===== config.mk =====
export PLATFORM = sky130hd
export DESIGN_NAME = bcd_down_counter
export DESIGN_NICKNAME = d
export VERILOG_FILES = /design/src/rtl/bcd_down_counter.sv
export SDC_FILE = /design/constraint.sdc
export NUM_CORES = 1
export LEC_CHECK = 0
export ABC_CLOCK_PERIOD_IN_PS = 2200
export BUFFER_PORTS_ARGS = -buffer_cell sky130_fd_sc_hd__buf_2
export CAP_MARGIN = 5
export CORE_UTILIZATION = 50
export DETAILED_ROUTE_END_ITERATION = 10
export PLACE_DENSITY = 0.78
export SYNTH_ARGS = -nofsm -noshare
export SYNTH_HDL_FRONTEND = slang
export SYNTH_SLANG_ARGS = --single-unit

===== constraint.sdc =====
create_clock -name clk -period 2.2 [get_ports clk]
set_clock_uncertainty 0.1 [all_clocks]
set_input_delay 0 -clock clk [delete_from_list [all_inputs] [get_ports clk]]
set_output_delay 0 -clock clk [all_outputs]
set_load 0.02 [all_outputs]

===== src/rtl/bcd_down_counter.sv =====
// bcd_down_counter: loadable multi-digit BCD countdown timer with start,
// pause (en), prescaler and a one-cycle done pulse on reaching zero.
// Optional feature macro: AUTO_RELOAD_EN. When it is defined, reaching zero
// reloads the last loaded preset and keeps running instead of stopping.
module bcd_down_counter #(
    parameter int unsigned DIGITS   = 2,
    parameter int unsigned TICK_DIV = 1
) (
    input  logic                  clk,
    input  logic                  rst,
    input  logic                  load,
    input  logic [4*DIGITS-1:0]   load_val,
    input  logic                  start,
    input  logic                  en,
    output logic [4*DIGITS-1:0]   cnt,
    output logic                  busy,
    output logic                  expired,
    output logic                  done
);

    localparam int unsigned W  = 4 * DIGITS;
    localparam int unsigned PW = $clog2(TICK_DIV) + 1;
    localparam logic [PW-1:0] PRE_MAX = PW'(TICK_DIV - 1);
    localparam logic [W-1:0]  ONE     = W'(1);

    typedef enum logic [1:0] {IDLE, RUN, DONE} state_t;

    state_t          state, state_n;
    logic [PW-1:0]   pre, pre_n;
    logic [W-1:0]    cnt_n;
    logic            done_n;
`ifdef AUTO_RELOAD_EN
    logic [W-1:0]    reload, reload_n;
`endif

    // Clamp every nibble above 9 down to 9 so the count is always valid BCD.
    function automatic logic [W-1:0] clamp_bcd(input logic [W-1:0] v);
        logic [W-1:0] r;
        r = '0;
        for (int unsigned i = 0; i < DIGITS; i++) begin
            r[4*i +: 4] = (v[4*i +: 4] > 4'd9) ? 4'd9 : v[4*i +: 4];
        end
        return r;
    endfunction

    // Ripple-borrow BCD decrement: a digit borrows only while all lower digits were 0.
    function automatic logic [W-1:0] bcd_dec(input logic [W-1:0] v);
        logic [W-1:0] r;
        logic         borrow;
        r      = v;
        borrow = 1'b1;
        for (int unsigned i = 0; i < DIGITS; i++) begin
            if (borrow) begin
                if (v[4*i +: 4] == 4'd0) begin
                    r[4*i +: 4] = 4'd9;
                end else begin
                    r[4*i +: 4] = v[4*i +: 4] - 4'd1;
                    borrow      = 1'b0;
                end
            end
        end
        return r;
    endfunction

    // State, count, prescaler and done pulse registers; reset clears all at once.
    always_ff @(posedge clk or posedge rst) begin
        if (rst) begin
            state  <= IDLE;
            cnt    <= '0;
            pre    <= '0;
            done   <= 1'b0;
`ifdef AUTO_RELOAD_EN
            reload <= '0;
`endif
        end else begin
            state  <= state_n;
            cnt    <= cnt_n;
            pre    <= pre_n;
            done   <= done_n;
`ifdef AUTO_RELOAD_EN
            reload <= reload_n;
`endif
        end
    end

    // Next-state logic with priority load > start > count.
    always_comb begin
        state_n  = state;
        cnt_n    = cnt;
        pre_n    = pre;
        done_n   = 1'b0;
`ifdef AUTO_RELOAD_EN
        reload_n = reload;
`endif
        if (load) begin
            cnt_n    = clamp_bcd(load_val);
`ifdef AUTO_RELOAD_EN
            reload_n = clamp_bcd(load_val);
`endif
            pre_n    = '0;
            state_n  = IDLE;
        end else if (start && state == IDLE) begin
            if (cnt != '0) begin
                state_n = RUN;
            end else begin
                state_n = DONE;
                done_n  = 1'b1;
            end
        end else if (state == RUN && en) begin
            if (pre == PRE_MAX) begin
                pre_n = '0;
                if (cnt == ONE) begin
                    done_n = 1'b1;
`ifdef AUTO_RELOAD_EN
                    if (reload != '0) begin
                        cnt_n = reload;
                    end else begin
                        cnt_n   = '0;
                        state_n = DONE;
                    end
`else
                    cnt_n   = '0;
                    state_n = DONE;
`endif
                end else begin
                    cnt_n = bcd_dec(cnt);
                end
            end else begin
                pre_n = pre + 1'b1;
            end
        end
    end

    // Status flags decode directly from the state register.
    always_comb begin
        busy    = (state == RUN);
        expired = (state == DONE);
    end

endmodule


==> flow_summary.toml, run 1 <==
[synthesis]
synth_area_um2 = 810
synthesis.instances = 88
synth-adder-area-share = 0.0773
largest_family_of_logic_cells_by_synthesized_area = "simple AND/OR/NAND/NOR gates"
synth.avg_cell_area_um2 = 9.20
async_flop_share = 1.00
synthDistinctLibCells = 37
ys.flop_type = "sky130_fd_sc_hd__dfrtp_1"
synth_warnings = 0
synth_compound_area_frac = 0.226
synth.area.mux_share = 0.0124
number_of_nets_in_the_synthesized_netlist = 106
synth_seq_area_share = 0.340
synth.ff_latch_count = 11
synth_simple_gate_area_share = 0.294
yosys.area_share.xor_xnor = 0
synth_edf_count = 0

[power]
total_leakage_power_nw = 0.515
logic_gate_share_of_total_power = 0.320
power.net_switching_mw = 0.217
power_frac_seq = 0.434
internal-power_mw = 0.382
swShare = 0.363
ir_worst_vdd_uv = 377
power.density_cell_area_nw_per_um2 = 556
report.power.total_mw = 0.599
clock_power_share = 0.246

[critical_path]
critical_path.max_fanout = 10
arrival_ns = 2.13
required_time_at_the_worst_slack_endpoint_ns = 2.26
end_kind = "flop"
register_to_register_path_depth = 6
reg2reg_setup_slack_ns = 0.13
startpoint_type_of_the_worst_setup_path = "flop"
crit_type = "flop to flop"

[final_layout]
fillCellCount = 123
final_cells = 141
diodes = 0
utilization = 0.715
design.final.nets = 144
final_area_um2 = 1080
final_layout_size_suffix_gt1_frac = 0.296
layout.cells.most_common = "sky130_fd_sc_hd__buf_2"
area_delta_synth_final_pct = 33.1
commonest_non_fill_non_tap_cells_in_the_layout = "23 x sky130_fd_sc_hd__buf_2, 11 x sky130_fd_sc_hd__dfrtp_1, 11 x sky130_fd_sc_hd__dlygate4sd3_1, 10 x sky130_fd_sc_hd__inv_1, 9 x sky130_fd_sc_hd__nor2_1"

[global_routing]
grt_start_max_net_pins = 12
grt_pass1_vias = 785
grt_pass1_wl_mm = 3.46
overflow = 0
initial_antenna_violation_count = 0
globalRouteTotalUtil = 0.263

[timing]
layout_worst_path_cycle_share = 0.940
max-slew-margin-rel = 0.719
final-setup-viol-count = 0
fin_crit_ns = 2.07
slew_worst_pin_ns = 0.421
setup_repair_after_global_routing_missed_its_margin = "no"
maxClockFrequency_mhz = 484
final.setup.tns_ns = 0
finalHoldWorstSlack_ns = 0.0942
slew_violations = 0
final-hold-violation-count = 0
finalWorstSetupSlack_ns = 0.133

[detailed_routing]
drt_pre_antenna_iters = 4
wl_per_cell_um = 14.1
total_wire_length_after_detailed_routing_mm = 1.99
post_drt_via_cell_ratio = 5.96
vias = 841
drc = 0
first_iter_violations = 28
antenna_left = 0

[placement]
post-dp-hpwl_mm = 1.38
globalplace.congestion = 0.858
io_buffer_count = 23
place_area_um2 = 941
detailedPlace.worstSlack_ns = 0.163
cell_count_post_placement = 126

[hold_path]
hold_depth = 4
hold_path_class = "input port to flop"

[floorplanning]
die_width_um = 42.2
core_area_um2 = 1510
fp.dieH_um = 42.2
die_area_um2 = 1780
start_util = 0.537
placementRows = 14
ports = 24

[run]
drv.max_cap_violation_count = 0

[clocking]
tritoncts = "built"
cts-root-buf = "sky130_fd_sc_hd__clkbuf_4"
cts_inserted_buffers = 3
clock_tree.buffer_depth = 2
worstSkewPairLatency_ns = 0.28
ctsHtreeMaxLevel = 1
clkSlewWorstSetupHoldPaths_ns = 0.08
clock_sinks = 11

[run_status]
outcome = "complete, no violations"
-- final cells by class --
type,instances,area (µm²),share of cell area
inverters,10,37.5,0.0348
well taps,16,20.0,0.0186
multi-input cells,66,493,0.458
repair buffers,34,225,0.209
clock buffers,4,26.3,0.0244
flip-flops and latches,11,275,0.256
-- cells by family after synthesis --
| kind of cell | count (synthesis) |
|---|---|
| adder cells (fa/ha/maj) | 5 |
| flip-flops | 11 |
| buffers and inverters | 11 |
| multiplexers | 1 |
| AO/OA/AOI/OAI | 26 |
| AND/OR/NAND/NOR | 34 |
-- registers in the layout, summed over array words and instances, names as in the netlist --
name,cells
cnt,8
state,2
done,1
-- final timing paths --
path                       startpoint        to
max                            cnt[4]    cnt[2]
min                             start  state[0]
max reg2reg                    cnt[4]    cnt[2]
min reg2reg                  state[1]  state[1]
max in group asynchronous         rst    cnt[0]
min in group asynchronous         rst    cnt[4]
-- power by group through the flow --
stage               clock network [mW]  registers, mW  logic (mW)
floorplan                            0          0.280      0.0987
global placement                     0          0.261       0.171
detailed placement                   0          0.264       0.176
CTS                              0.150          0.260       0.191
global route                     0.158          0.265       0.212
finish                           0.147          0.260       0.192
-- critical path, cell delays in order, from the launching register on --
cell	delay, ns
sky130_fd_sc_hd__dfrtp_1	0.41
sky130_fd_sc_hd__inv_1	0.12
sky130_fd_sc_hd__ha_1	0.20
sky130_fd_sc_hd__nor3b_4	0.40
sky130_fd_sc_hd__a211oi_2	0.14
sky130_fd_sc_hd__and4bb_1	0.21
sky130_fd_sc_hd__or3_1	0.36
-- layer usage --
| layer | routed length, µm | GRT usage | vias up |
|---|---|---|---|
| li1 | - | - | 401 |
| met1 | 838 | 0.344 | 400 |
| met2 | 985 | 0.394 | 37 |
| met3 | 139 | 0.0603 | 3 |
| met4 | 27 | 0.156 | 0 |
| met5 | 0 | 0 | - |
-- synth_stat cells, types with 2 or more instances --
master | number | area share
sky130_fd_sc_hd__dfrtp_1 | 11 | 0.34
sky130_fd_sc_hd__inv_1 | 10 | 0.046
sky130_fd_sc_hd__nor2_1 | 9 | 0.042
sky130_fd_sc_hd__a21oi_1 | 8 | 0.049
sky130_fd_sc_hd__ha_1 | 5 | 0.077
sky130_fd_sc_hd__nand2_1 | 4 | 0.019
sky130_fd_sc_hd__o21ai_0 | 3 | 0.019
sky130_fd_sc_hd__a22oi_1 | 2 | 0.019
sky130_fd_sc_hd__a31oi_1 | 2 | 0.015
sky130_fd_sc_hd__a32oi_1 | 2 | 0.022
sky130_fd_sc_hd__and3b_2 | 2 | 0.025
sky130_fd_sc_hd__nor3_1 | 2 | 0.012
sky130_fd_sc_hd__nor3b_2 | 2 | 0.031
sky130_fd_sc_hd__nor4b_1 | 2 | 0.022
sky130_fd_sc_hd__or3_1 | 2 | 0.015
-- what timing repair did --
| action | 4_1_cts | 5_1_grt |
|---|---|---|
| hold endpoints to repair | 22 | 0 |
| gates resized for setup | 0 | 0 |
| hold buffers | 11 | 0 |
| endpoints found under the setup margin | 0 | 0 |
| setup buffers | 0 | 0 |
(Power assumes the default switching activity.)
==> run 2: changes to the inputs <==
--- a/config.mk
+++ b/config.mk
@@ -8,9 +8,12 @@
 export ABC_CLOCK_PERIOD_IN_PS = 2200
 export BUFFER_PORTS_ARGS = -buffer_cell sky130_fd_sc_hd__buf_2
 export CAP_MARGIN = 5
-export CORE_UTILIZATION = 50
+export CELL_PAD_IN_SITES_DETAIL_PLACEMENT = 0
+export CELL_PAD_IN_SITES_GLOBAL_PLACEMENT = 2
+export CORE_ASPECT_RATIO = 0.6
+export CORE_UTILIZATION = 29
 export DETAILED_ROUTE_END_ITERATION = 10
-export PLACE_DENSITY = 0.78
+export PLACE_DENSITY_LB_ADDON = 0.1
 export SYNTH_ARGS = -nofsm -noshare
 export SYNTH_HDL_FRONTEND = slang
 export SYNTH_SLANG_ARGS = --single-unit
==> flow_summary.toml, run 2 (synthesis results as in run 1) <==
[run]
drv.max_cap_violation_count = 0

[final_layout]
commonest_non_fill_non_tap_cells_in_the_layout = "23 x sky130_fd_sc_hd__buf_2, 11 x sky130_fd_sc_hd__dfrtp_1, 11 x sky130_fd_sc_hd__dlygate4sd3_1, 10 x sky130_fd_sc_hd__inv_1, 9 x sky130_fd_sc_hd__nor2_1"
final_layout_size_suffix_gt1_frac = 0.307
top_register = "cnt"
design.final.nets = 146
final_cells = 159
diodes = 0
reg.largest.list = "cnt: 8 flops, state: 2 flops, done: 1 flops"
area_delta_synth_final_pct = 39.7
layout.cells.most_common = "sky130_fd_sc_hd__buf_2"
fillCellCount = 272
largest_register_ff_count = 8

[run_status]
outcome = "complete, no violations"

[power]
internal-power_mw = 0.442
clock_power_share = 0.314
power_frac_seq = 0.390
logic_gate_share_of_total_power = 0.296
power.density_cell_area_nw_per_um2 = 589
report.power.total_mw = 0.666
swShare = 0.337
total_leakage_power_nw = 0.534
ir_worst_vdd_uv = 297
power.net_switching_mw = 0.225

[detailed_routing]
vias = 812
drt_pre_antenna_iters = 4
total_wire_length_after_detailed_routing_mm = 2.23
antenna_left = 0
post_drt_via_cell_ratio = 5.11
wl_per_cell_um = 14.0
first_iter_violations = 53
drc = 0

[clocking]
number_of_buffers_inserted_to_repair_setup_after_cts = 0
ctsHtreeMaxLevel = 1
tritoncts = "built"
clock_tree.buffer_depth = 2
clock_sinks = 11
cts_repair_resize_count = 0
worstSkewPairLatency_ns = 0.24
clkSlewWorstSetupHoldPaths_ns = 0.06
cts_inserted_buffers = 3
cts-root-buf = "sky130_fd_sc_hd__clkbuf_8"

[floorplanning]
ports = 24
die_width_um = 70.2
start_util = 0.314
die_area_um2 = 3010
fp.dieH_um = 42.9
core_area_um2 = 2570
placementRows = 14

[timing]
maxClockFrequency_mhz = 508
fin_crit_ns = 1.97
layout_worst_path_cycle_share = 0.894
final-setup-viol-count = 0
slew_worst_pin_ns = 0.466
slew_violations = 0
setup_repair_after_global_routing_missed_its_margin = "no"
max-slew-margin-rel = 0.689
final.setup.tns_ns = 0
final-hold-violation-count = 0

[hold_path]
hold_path_class = "input port to flop"

[critical_path]
end_kind = "flop"
startpoint_type_of_the_worst_setup_path = "flop"
arrival_ns = 1.99
required_time_at_the_worst_slack_endpoint_ns = 2.22
crit_type = "flop to flop"
critical_path.max_fanout = 5

[global_routing]
initial_antenna_violation_count = 0
grt_pass1_wl_mm = 3.89
overflow = 0
grt_start_max_net_pins = 12
grt_pass1_vias = 810
globalRouteTotalUtil = 0.167

[placement]
globalplace.congestion = 0.779
io_buffer_count = 23
post-dp-hpwl_mm = 1.61
cell_count_post_placement = 144
-- run 2: changes by cell type in the layout (fill, tap and decap cells not counted), sizes merged --
| cell | previous run | this run |
|---|---|---|
| buf | 23 | 25 |
-- run 2: path summary, 6_finish.rpt --
kind | cells after the start | to | from | slack (ns)
worst max-delay path | 6 | cnt[2] | cnt[1] | 0.23
worst min-delay path | 4 | state[0] | start | 0.20
worst max register to register | 6 | cnt[2] | cnt[1] | 0.23
worst min register to register | 2 | state[1] | state[1] | 0.49
max in group asynchronous | 3 | cnt[5] | rst | 1.47
min in group asynchronous | 3 | cnt[2] | rst | 0.21
-- run 2: final cells by class --
cell class                 instances  area (µm²)  area share
clock buffer                       4        45.0      0.0398
inverter                          10        37.5      0.0332
sequential                        11         275       0.243
tap                               32        40.0      0.0354
timing repair buffer              36         240       0.212
multi-input combinational         66         493       0.436
-- run 2: power by group through the flow --
| stage | Combinational, mW | Sequential, mW | Clock, mW |
|---|---|---|---|
| after floorplan | 0.0987 | 0.280 | 0 |
| after global placement | 0.184 | 0.265 | 0 |
| after detailed placement | 0.181 | 0.263 | 0 |
| after CTS | 0.197 | 0.259 | 0.215 |
| after global routing | 0.219 | 0.265 | 0.229 |
| final | 0.197 | 0.260 | 0.209 |
-- run 2: per-layer routing --
layer,global-route usage,up-vias,part of all wire
li1,-,402,-
met1,0.242,383,0.54
met2,0.242,25,0.40
met3,0.0523,2,0.057
met4,0.0360,0,0.0040
met5,0,-,0
-- run 2: repair_timing --
item | CTS | global route
hold endpoints to repair | 22 | 0
hold buffers | 11 | 0
setup endpoints to repair | 0 | 0
-- run 2: worst max-delay path, stage by stage, from the launching register on --
cell                       delay [ns]
sky130_fd_sc_hd__dfrtp_1         0.40
sky130_fd_sc_hd__inv_1           0.13
sky130_fd_sc_hd__ha_1            0.17
sky130_fd_sc_hd__nor3b_2         0.35
sky130_fd_sc_hd__a211oi_2        0.14
sky130_fd_sc_hd__and4bb_1        0.20
sky130_fd_sc_hd__or3_1           0.36
-- run 2: per-stage QoR --
| step | hold slack, ns | setup WS, ns | utilization | cell area (µm²) |
|---|---|---|---|---|
| global route | 0.228 | 0.0862 | 0.439 | 1130 |
| finish | 0.202 | 0.233 | 0.439 | 1130 |
| detailed placement | -0.0615 | 0.257 | 0.379 | 976 |
| global placement | -0.0645 | 0.228 | 0.379 | 976 |
| floorplan | -0.248 | 0.235 | - | 810 |
| CTS | 0.191 | 0.246 | 0.439 | 1130 |
